--- config.mk ---
export PLATFORM = sky130hd
export DESIGN_NAME = uart_receiver_flat
export DESIGN_NICKNAME = d
export VERILOG_FILES = /design/src/rtl/uart_receiver_if.sv /design/src/rtl/uart_receiver.sv /design/src/flat_wrapper.sv
export SDC_FILE = /design/constraint.sdc
export NUM_CORES = 1
export LEC_CHECK = 0
export CAP_MARGIN = 30
export CORE_ASPECT_RATIO = 1.5
export CORE_MARGIN = 4
export CORE_UTILIZATION = 35
export CTS_BUF_LIST = sky130_fd_sc_hd__clkbuf_16
export DETAILED_ROUTE_END_ITERATION = 8
export HOLD_SLACK_MARGIN = 0.06
export PLACE_DENSITY = 0.59
export SYNTH_ARGS = -nofsm -noshare
export SYNTH_HDL_FRONTEND = slang
export SYNTH_SLANG_ARGS = --single-unit
--- constraint.sdc ---
create_clock -name clk -period 4.32 [get_ports clk]
set_input_delay 1.08 -clock clk [delete_from_list [all_inputs] [get_ports clk]]
set_output_delay 1.08 -clock clk [all_outputs]
set_load 0.02 [all_outputs]
--- src/rtl/uart_receiver_if.sv ---
// Byte handshake between the UART receiver and the register block.
// The receiver drives the byte and its valid flag; the consumer drives ready.
interface uart_receiver_if;
  logic [7:0] data_out;
  logic       data_out_valid;
  logic       data_out_ready;

  modport master (
    output data_out,
    output data_out_valid,
    input  data_out_ready
  );

  modport slave (
    input  data_out,
    input  data_out_valid,
    output data_out_ready
  );
endinterface

--- src/rtl/uart_receiver.sv ---
// 8N1 UART receiver: two-flop synchronizer, mid-bit sampling on a run-time divisor,
// single-entry holding register with framing-error and overrun pulses.
module uart_receiver #(
  parameter int unsigned CLOCK_FREQ = 125_000_000,
  parameter int unsigned MIN_BDRT   = 9_600,
  parameter int unsigned BAUD_BITS  = $clog2((CLOCK_FREQ + (MIN_BDRT / 2) - 1) / (MIN_BDRT / 2))
) (
  input  logic                 clk,
  input  logic                 reset_n,
  input  logic [BAUD_BITS-1:0] baud_edge,
  input  logic                 serial_in,
  uart_receiver_if.master      rx_if,
  output logic                 rx_busy,
  output logic                 framing_error,
  output logic                 overrun
);

  typedef enum logic [2:0] {
    IDLE,
    START,
    DATA,
    STOP,
    WAIT_HIGH
  } state_t;

  state_t               state_q,   state_d;
  logic [1:0]           sync_q,    sync_d;
  logic [BAUD_BITS-1:0] cnt_q,     cnt_d;
  logic [2:0]           bit_q,     bit_d;
  logic [7:0]           shift_q,   shift_d;
  logic                 deliver_q, deliver_d;
  logic [7:0]           data_q,    data_d;
  logic                 valid_q,   valid_d;
  logic                 busy_q,    busy_d;
  logic                 ferr_q,    ferr_d;
  logic                 ovr_q,     ovr_d;

  logic                 rx_s;
  logic [BAUD_BITS-1:0] half;
  logic                 consume;

  assign rx_s    = sync_q[1];
  assign half    = baud_edge >> 1;
  assign consume = valid_q & rx_if.data_out_ready;

  // Next-state: frame FSM, bit counters and holding-register update.
  always_comb begin
    state_d   = state_q;
    sync_d    = {sync_q[0], serial_in};
    cnt_d     = cnt_q;
    bit_d     = bit_q;
    shift_d   = shift_q;
    deliver_d = 1'b0;
    data_d    = data_q;
    valid_d   = valid_q;
    ferr_d    = 1'b0;
    ovr_d     = 1'b0;

    unique case (state_q)
      IDLE: begin
        cnt_d = '0;
        if (!rx_s) state_d = START;
      end
      START: begin
        if (cnt_q == half) begin
          cnt_d = '0;
          if (rx_s) begin
            state_d = IDLE;
          end else begin
            state_d = DATA;
            bit_d   = 3'd0;
          end
        end else begin
          cnt_d = cnt_q + BAUD_BITS'(1);
        end
      end
      DATA: begin
        if (cnt_q == baud_edge) begin
          cnt_d   = '0;
          shift_d = {rx_s, shift_q[7:1]};
          bit_d   = bit_q + 3'd1;
          if (bit_q == 3'd7) state_d = STOP;
        end else begin
          cnt_d = cnt_q + BAUD_BITS'(1);
        end
      end
      STOP: begin
        if (cnt_q == baud_edge) begin
          cnt_d = '0;
          if (rx_s) begin
            deliver_d = 1'b1;
            state_d   = IDLE;
          end else begin
            ferr_d  = 1'b1;
            state_d = WAIT_HIGH;
          end
        end else begin
          cnt_d = cnt_q + BAUD_BITS'(1);
        end
      end
      WAIT_HIGH: begin
        if (rx_s) begin
          cnt_d   = '0;
          state_d = IDLE;
        end else begin
          cnt_d = (cnt_q == baud_edge) ? '0 : cnt_q + BAUD_BITS'(1);
        end
      end
      default: begin
        cnt_d   = '0;
        state_d = IDLE;
      end
    endcase

    // A pending byte lands only if the slot is empty or being drained this cycle.
    if (deliver_q) begin
      if (!valid_q || consume) begin
        data_d  = shift_q;
        valid_d = 1'b1;
      end else begin
        ovr_d = 1'b1;
      end
    end else if (consume) begin
      valid_d = 1'b0;
    end

    busy_d = (state_d != IDLE);
  end

  always_ff @(posedge clk or negedge reset_n) begin
    if (!reset_n) begin
      state_q   <= IDLE;
      sync_q    <= 2'b11;
      cnt_q     <= '0;
      bit_q     <= 3'd0;
      shift_q   <= 8'h00;
      deliver_q <= 1'b0;
      data_q    <= 8'h00;
      valid_q   <= 1'b0;
      busy_q    <= 1'b0;
      ferr_q    <= 1'b0;
      ovr_q     <= 1'b0;
    end else begin
      state_q   <= state_d;
      sync_q    <= sync_d;
      cnt_q     <= cnt_d;
      bit_q     <= bit_d;
      shift_q   <= shift_d;
      deliver_q <= deliver_d;
      data_q    <= data_d;
      valid_q   <= valid_d;
      busy_q    <= busy_d;
      ferr_q    <= ferr_d;
      ovr_q     <= ovr_d;
    end
  end

  assign rx_if.data_out       = data_q;
  assign rx_if.data_out_valid = valid_q;
  assign rx_busy              = busy_q;
  assign framing_error        = ferr_q;
  assign overrun              = ovr_q;

endmodule

--- src/flat_wrapper.sv ---
// flat-port wrapper written by rule: the top's interface ports become plain ports
module uart_receiver_flat 
#(
  parameter int unsigned CLOCK_FREQ = 125_000_000,
  parameter int unsigned MIN_BDRT   = 9_600,
  parameter int unsigned BAUD_BITS  = $clog2((CLOCK_FREQ + (MIN_BDRT / 2) - 1) / (MIN_BDRT / 2))
)
  (clk, reset_n, baud_edge, serial_in, rx_busy, framing_error, overrun, rx_if_data_out, rx_if_data_out_valid, rx_if_data_out_ready);
  uart_receiver_if rx_if_i ();
  input  logic clk;
  input  logic reset_n;
  input  logic [BAUD_BITS-1:0] baud_edge;
  input  logic serial_in;
  output logic rx_busy;
  output logic framing_error;
  output logic overrun;
  output wire logic [$bits(rx_if_i.data_out)-1:0] rx_if_data_out;
  output wire logic [$bits(rx_if_i.data_out_valid)-1:0] rx_if_data_out_valid;
  input wire logic [$bits(rx_if_i.data_out_ready)-1:0] rx_if_data_out_ready;
  assign rx_if_data_out = rx_if_i.data_out;
  assign rx_if_data_out_valid = rx_if_i.data_out_valid;
  assign rx_if_i.data_out_ready = rx_if_data_out_ready;
  uart_receiver #(.CLOCK_FREQ(CLOCK_FREQ), .MIN_BDRT(MIN_BDRT), .BAUD_BITS(BAUD_BITS)) u_core (.clk(clk), .reset_n(reset_n), .baud_edge(baud_edge), .serial_in(serial_in), .rx_if(rx_if_i), .rx_busy(rx_busy), .framing_error(framing_error), .overrun(overrun));
endmodule
==> reports/qor.yml <==
synth_ff_type: "dfrtp_1"
io_pins: 31
core_sq_um: 6220
die_h_um: 107
dr.pass1.iters: 6
yosys_warnings: 0
report.final.hold_viol_count: 0
drv_slew: 0
yosysSeqAreaShare_pct: 48.6
postCtsHoldBufs: 0
drtAntennaViolNets: 0
rows: 35
die-area_sq_um: 7860
synth_area_per_cell_sq_um: 11.3
synth_fp_nets: 222
fmax_mhz: 336
cts_tree: "built"
grt_pass1_wl_mm: 7.66
drv_cap: 0
power_per_cell_area_nw_per_um2: 393
crit_path_top_delay_cell: "or4_1"
fin_area_sq_um: 2760
power.leakage_nw: 1.21
reg2reg_to: "u_core.shift_q[0]"
hp-start: "u_core.sync_q[0]"
hold_class: "reg -> reg"
synth_edf_count: 0
dp_hpwl_mm: 3.48
die_w_um: 73.8
vias: 1515
cts_resized: 0
fill_cells: 621
worstRegToRegCells: 4
cts_setup_buffers: 0
reg2reg_slack_ps: 2150
maxSlewHeadroom_pct: 51.3
cts.sinks: 44
nNetsFinal: 251
async_flop_share_pct: 100
wire_per_inst_um: 14.6
antenna_cells: 0
wirelength_mm: 4.43
drt_iter0_drc: 45
antenna_found_initial: 0
grt.total_usage_pct: 12.6
syn-instance-count: 200
worstMarginPinSlew_ps: 728
port-buffer-count: 30
synth_area_sq_um: 2270
setup.worst_path.end_class: "flop"
finalCriticalPeriod_ps: 2970
critical_path_class: "in -> reg"
yosysUniqueCellTypes: 39
hold_path_end: "u_core.sync_q[1]"
grt_pass1_vias: 1607
grt_max_degree: 32
cpPeakStageDelay_ps: 830
place_area_sq_um: 2610
grt_setup_unrepaired: "no"
required_ps: 4480
setup_viol: 0
vdd.ir_drop.worst_mv: 0.193
drive_gt1_share_pct: 9.57
yosys_register_bits: 44
cts_buffers: 5
clock_path_buffers: 2
status: "finished clean"
start_kind: "input port"
cts_max_level: 2
vias_per_cell: 4.98
critPathMaxFanout: 13
start_util_pct: 36.5
area_delta_synth_final_pct: 21.4
grt-ovfl-total: 0
crit_path_cell_trace: "clkdlybuf4s50_1, xnor2_1, nand4_1, or4_1, mux2_1"
clockRootBuffer: "clkbuf_16"
fin_skew_ps: 6.61
crit-reg2reg-launch: "u_core.state_q[0]"
place_congestion: 0.730
fin_setup_tns_ps: 0
clk_pin_slew_worst_paths_ps: 60
worstSkewPairLatency_ps: 280
crit_arrival_ps: 3140
whs_path_depth: 0
drc: 0
fin_crit_sh_pct: 68.8
[state kept, by name (all words and copies together), names as in the netlist]
signal,flops
u_core.state_q,3
u_core.rx_busy,1
u_core.framing_error,1
u_core.bit_q,3
u_core.deliver_q,1
u_core.sync_q,2
u_core.cnt_q,15
u_core.rx_if.data_out,8
u_core.overrun,1
u_core.shift_q,8
u_core.rx_if.data_out_valid,1
[cell usage after synthesis, types with 2 or more instances]
library cell / count / area share, %
o21ai_0: 3 / 0.66
nor2_1: 3 / 0.50
a21oi_1: 13 / 2.9
o21ai_1: 2 / 0.44
nand3_1: 6 / 1.3
o211ai_1: 2 / 0.66
dfstp_2: 2 / 2.3
nor4_1: 3 / 0.83
dfrtp_1: 42 / 46
inv_1: 2 / 0.33
ha_1: 3 / 1.7
xnor2_1: 24 / 9.3
mux2_4: 4 / 2.6
buf_6: 4 / 2.0
nor3_1: 4 / 0.88
mux2_1: 11 / 5.5
nand4_1: 8 / 2.2
a21boi_1: 2 / 0.66
nand2b_1: 2 / 0.55
nand2_1: 15 / 2.5
xor2_1: 17 / 6.6
and3_1: 6 / 1.7
buf_2: 6 / 1.3
[layout by cell type (no fill, tap or decap), types with 2 or more instances in the layout]
cell type,instances
dfrtp_1,42
clkdlybuf4s50_1,29
xnor2_1,24
xor2_1,17
nand2_1,15
a21oi_1,13
mux2_1,11
nand4_1,8
nand3_1,6
and3_1,6
clkbuf_16,5
nor3_1,4
mux2_4,4
nor4_1,3
nor2_1,3
o21ai_0,3
ha_1,3
inv_1,2
nand2b_1,2
o211ai_1,2
a21boi_1,2
o21ai_1,2
buf_4,2
dfstp_2,2
[worst max-delay path, delay by kind of cell]
kind	cells	cell delay (ps)
XOR/XNOR	1	130
buffers and inverters	1	520
multiplexers	1	410
AND/OR/NAND/NOR	2	1000
[layout make-up]
class,instances,area (sq um),area share (%)
flip-flops and latches,44,1100,40.0
multi-input cells,143,1080,39.0
repair buffers,33,330,12.0
clock buffers,5,125,4.54
well taps,74,92.6,3.36
clock inverters,3,21.3,0.772
inverters,2,7.51,0.272
[worst max-delay path by stage]
stage	startpoint	to	slack, ps	depth (start not counted)
floorplan	baud_edge[6]	u_core.shift_q[3]	1780	6
global placement	baud_edge[10]	u_core.shift_q[0]	1080	5
detailed placement	baud_edge[6]	u_core.shift_q[2]	1050	5
CTS	baud_edge[6]	u_core.shift_q[0]	1340	5
global route	baud_edge[2]	u_core.rx_busy	1230	6
finish	baud_edge[11]	u_core.shift_q[0]	1350	5
[routing by layer]
metal	wire length, um	track usage [%]
met5	0	0
met4	87	4.27
met3	172	2.63
met2	2370	22.2
met1	1800	14.7
[power by group]
group / leakage, nW / total, mW / internal [mW] / switching (mW)
registers: 0.581 / 0.515 / 0.447 / 0.0671
clock network: 0.0702 / 0.373 / 0.215 / 0.158
logic: 0.559 / 0.196 / 0.112 / 0.0842
total: 1.21 / 1.08 / 0.775 / 0.309
[metrics by stage]
| step | utilization [%] | cells | power, mW | worst slack, ps | hold WS [ps] |
|---|---|---|---|---|---|
| 3_5_place_dp | 42.0 | 296 | 0.724 | 1050 | 347 |
| 4_1_cts | 44.3 | 304 | 1.10 | 1340 | 357 |
| 3_3_place_gp | 41.5 | 294 | 0.719 | 1080 | 347 |
| 2_1_floorplan | - | 200 | 0.676 | 1780 | 345 |
| 6_report | 44.3 | 304 | 1.08 | 1350 | 356 |
| 5_1_grt | 44.3 | 304 | 1.15 | 1230 | 365 |
[logic make-up (layout without fill, tap and decap cells)]
group / after synthesis / after routing / synth area share [%]
AOI/OAI and AO/OA: 28 / 28 / 7.66
buffers and inverters: 13 / 43 / 3.97
adders and majority gates: 3 / 3 / 1.65
DFF: 44 / 44 / 48.6
xor gates and xnor gates: 42 / 42 / 16.5
muxes: 15 / 15 / 8.10
and+or+nand+nor: 55 / 55 / 13.5
No activity file was read; power rests on OpenSTA's default activity.
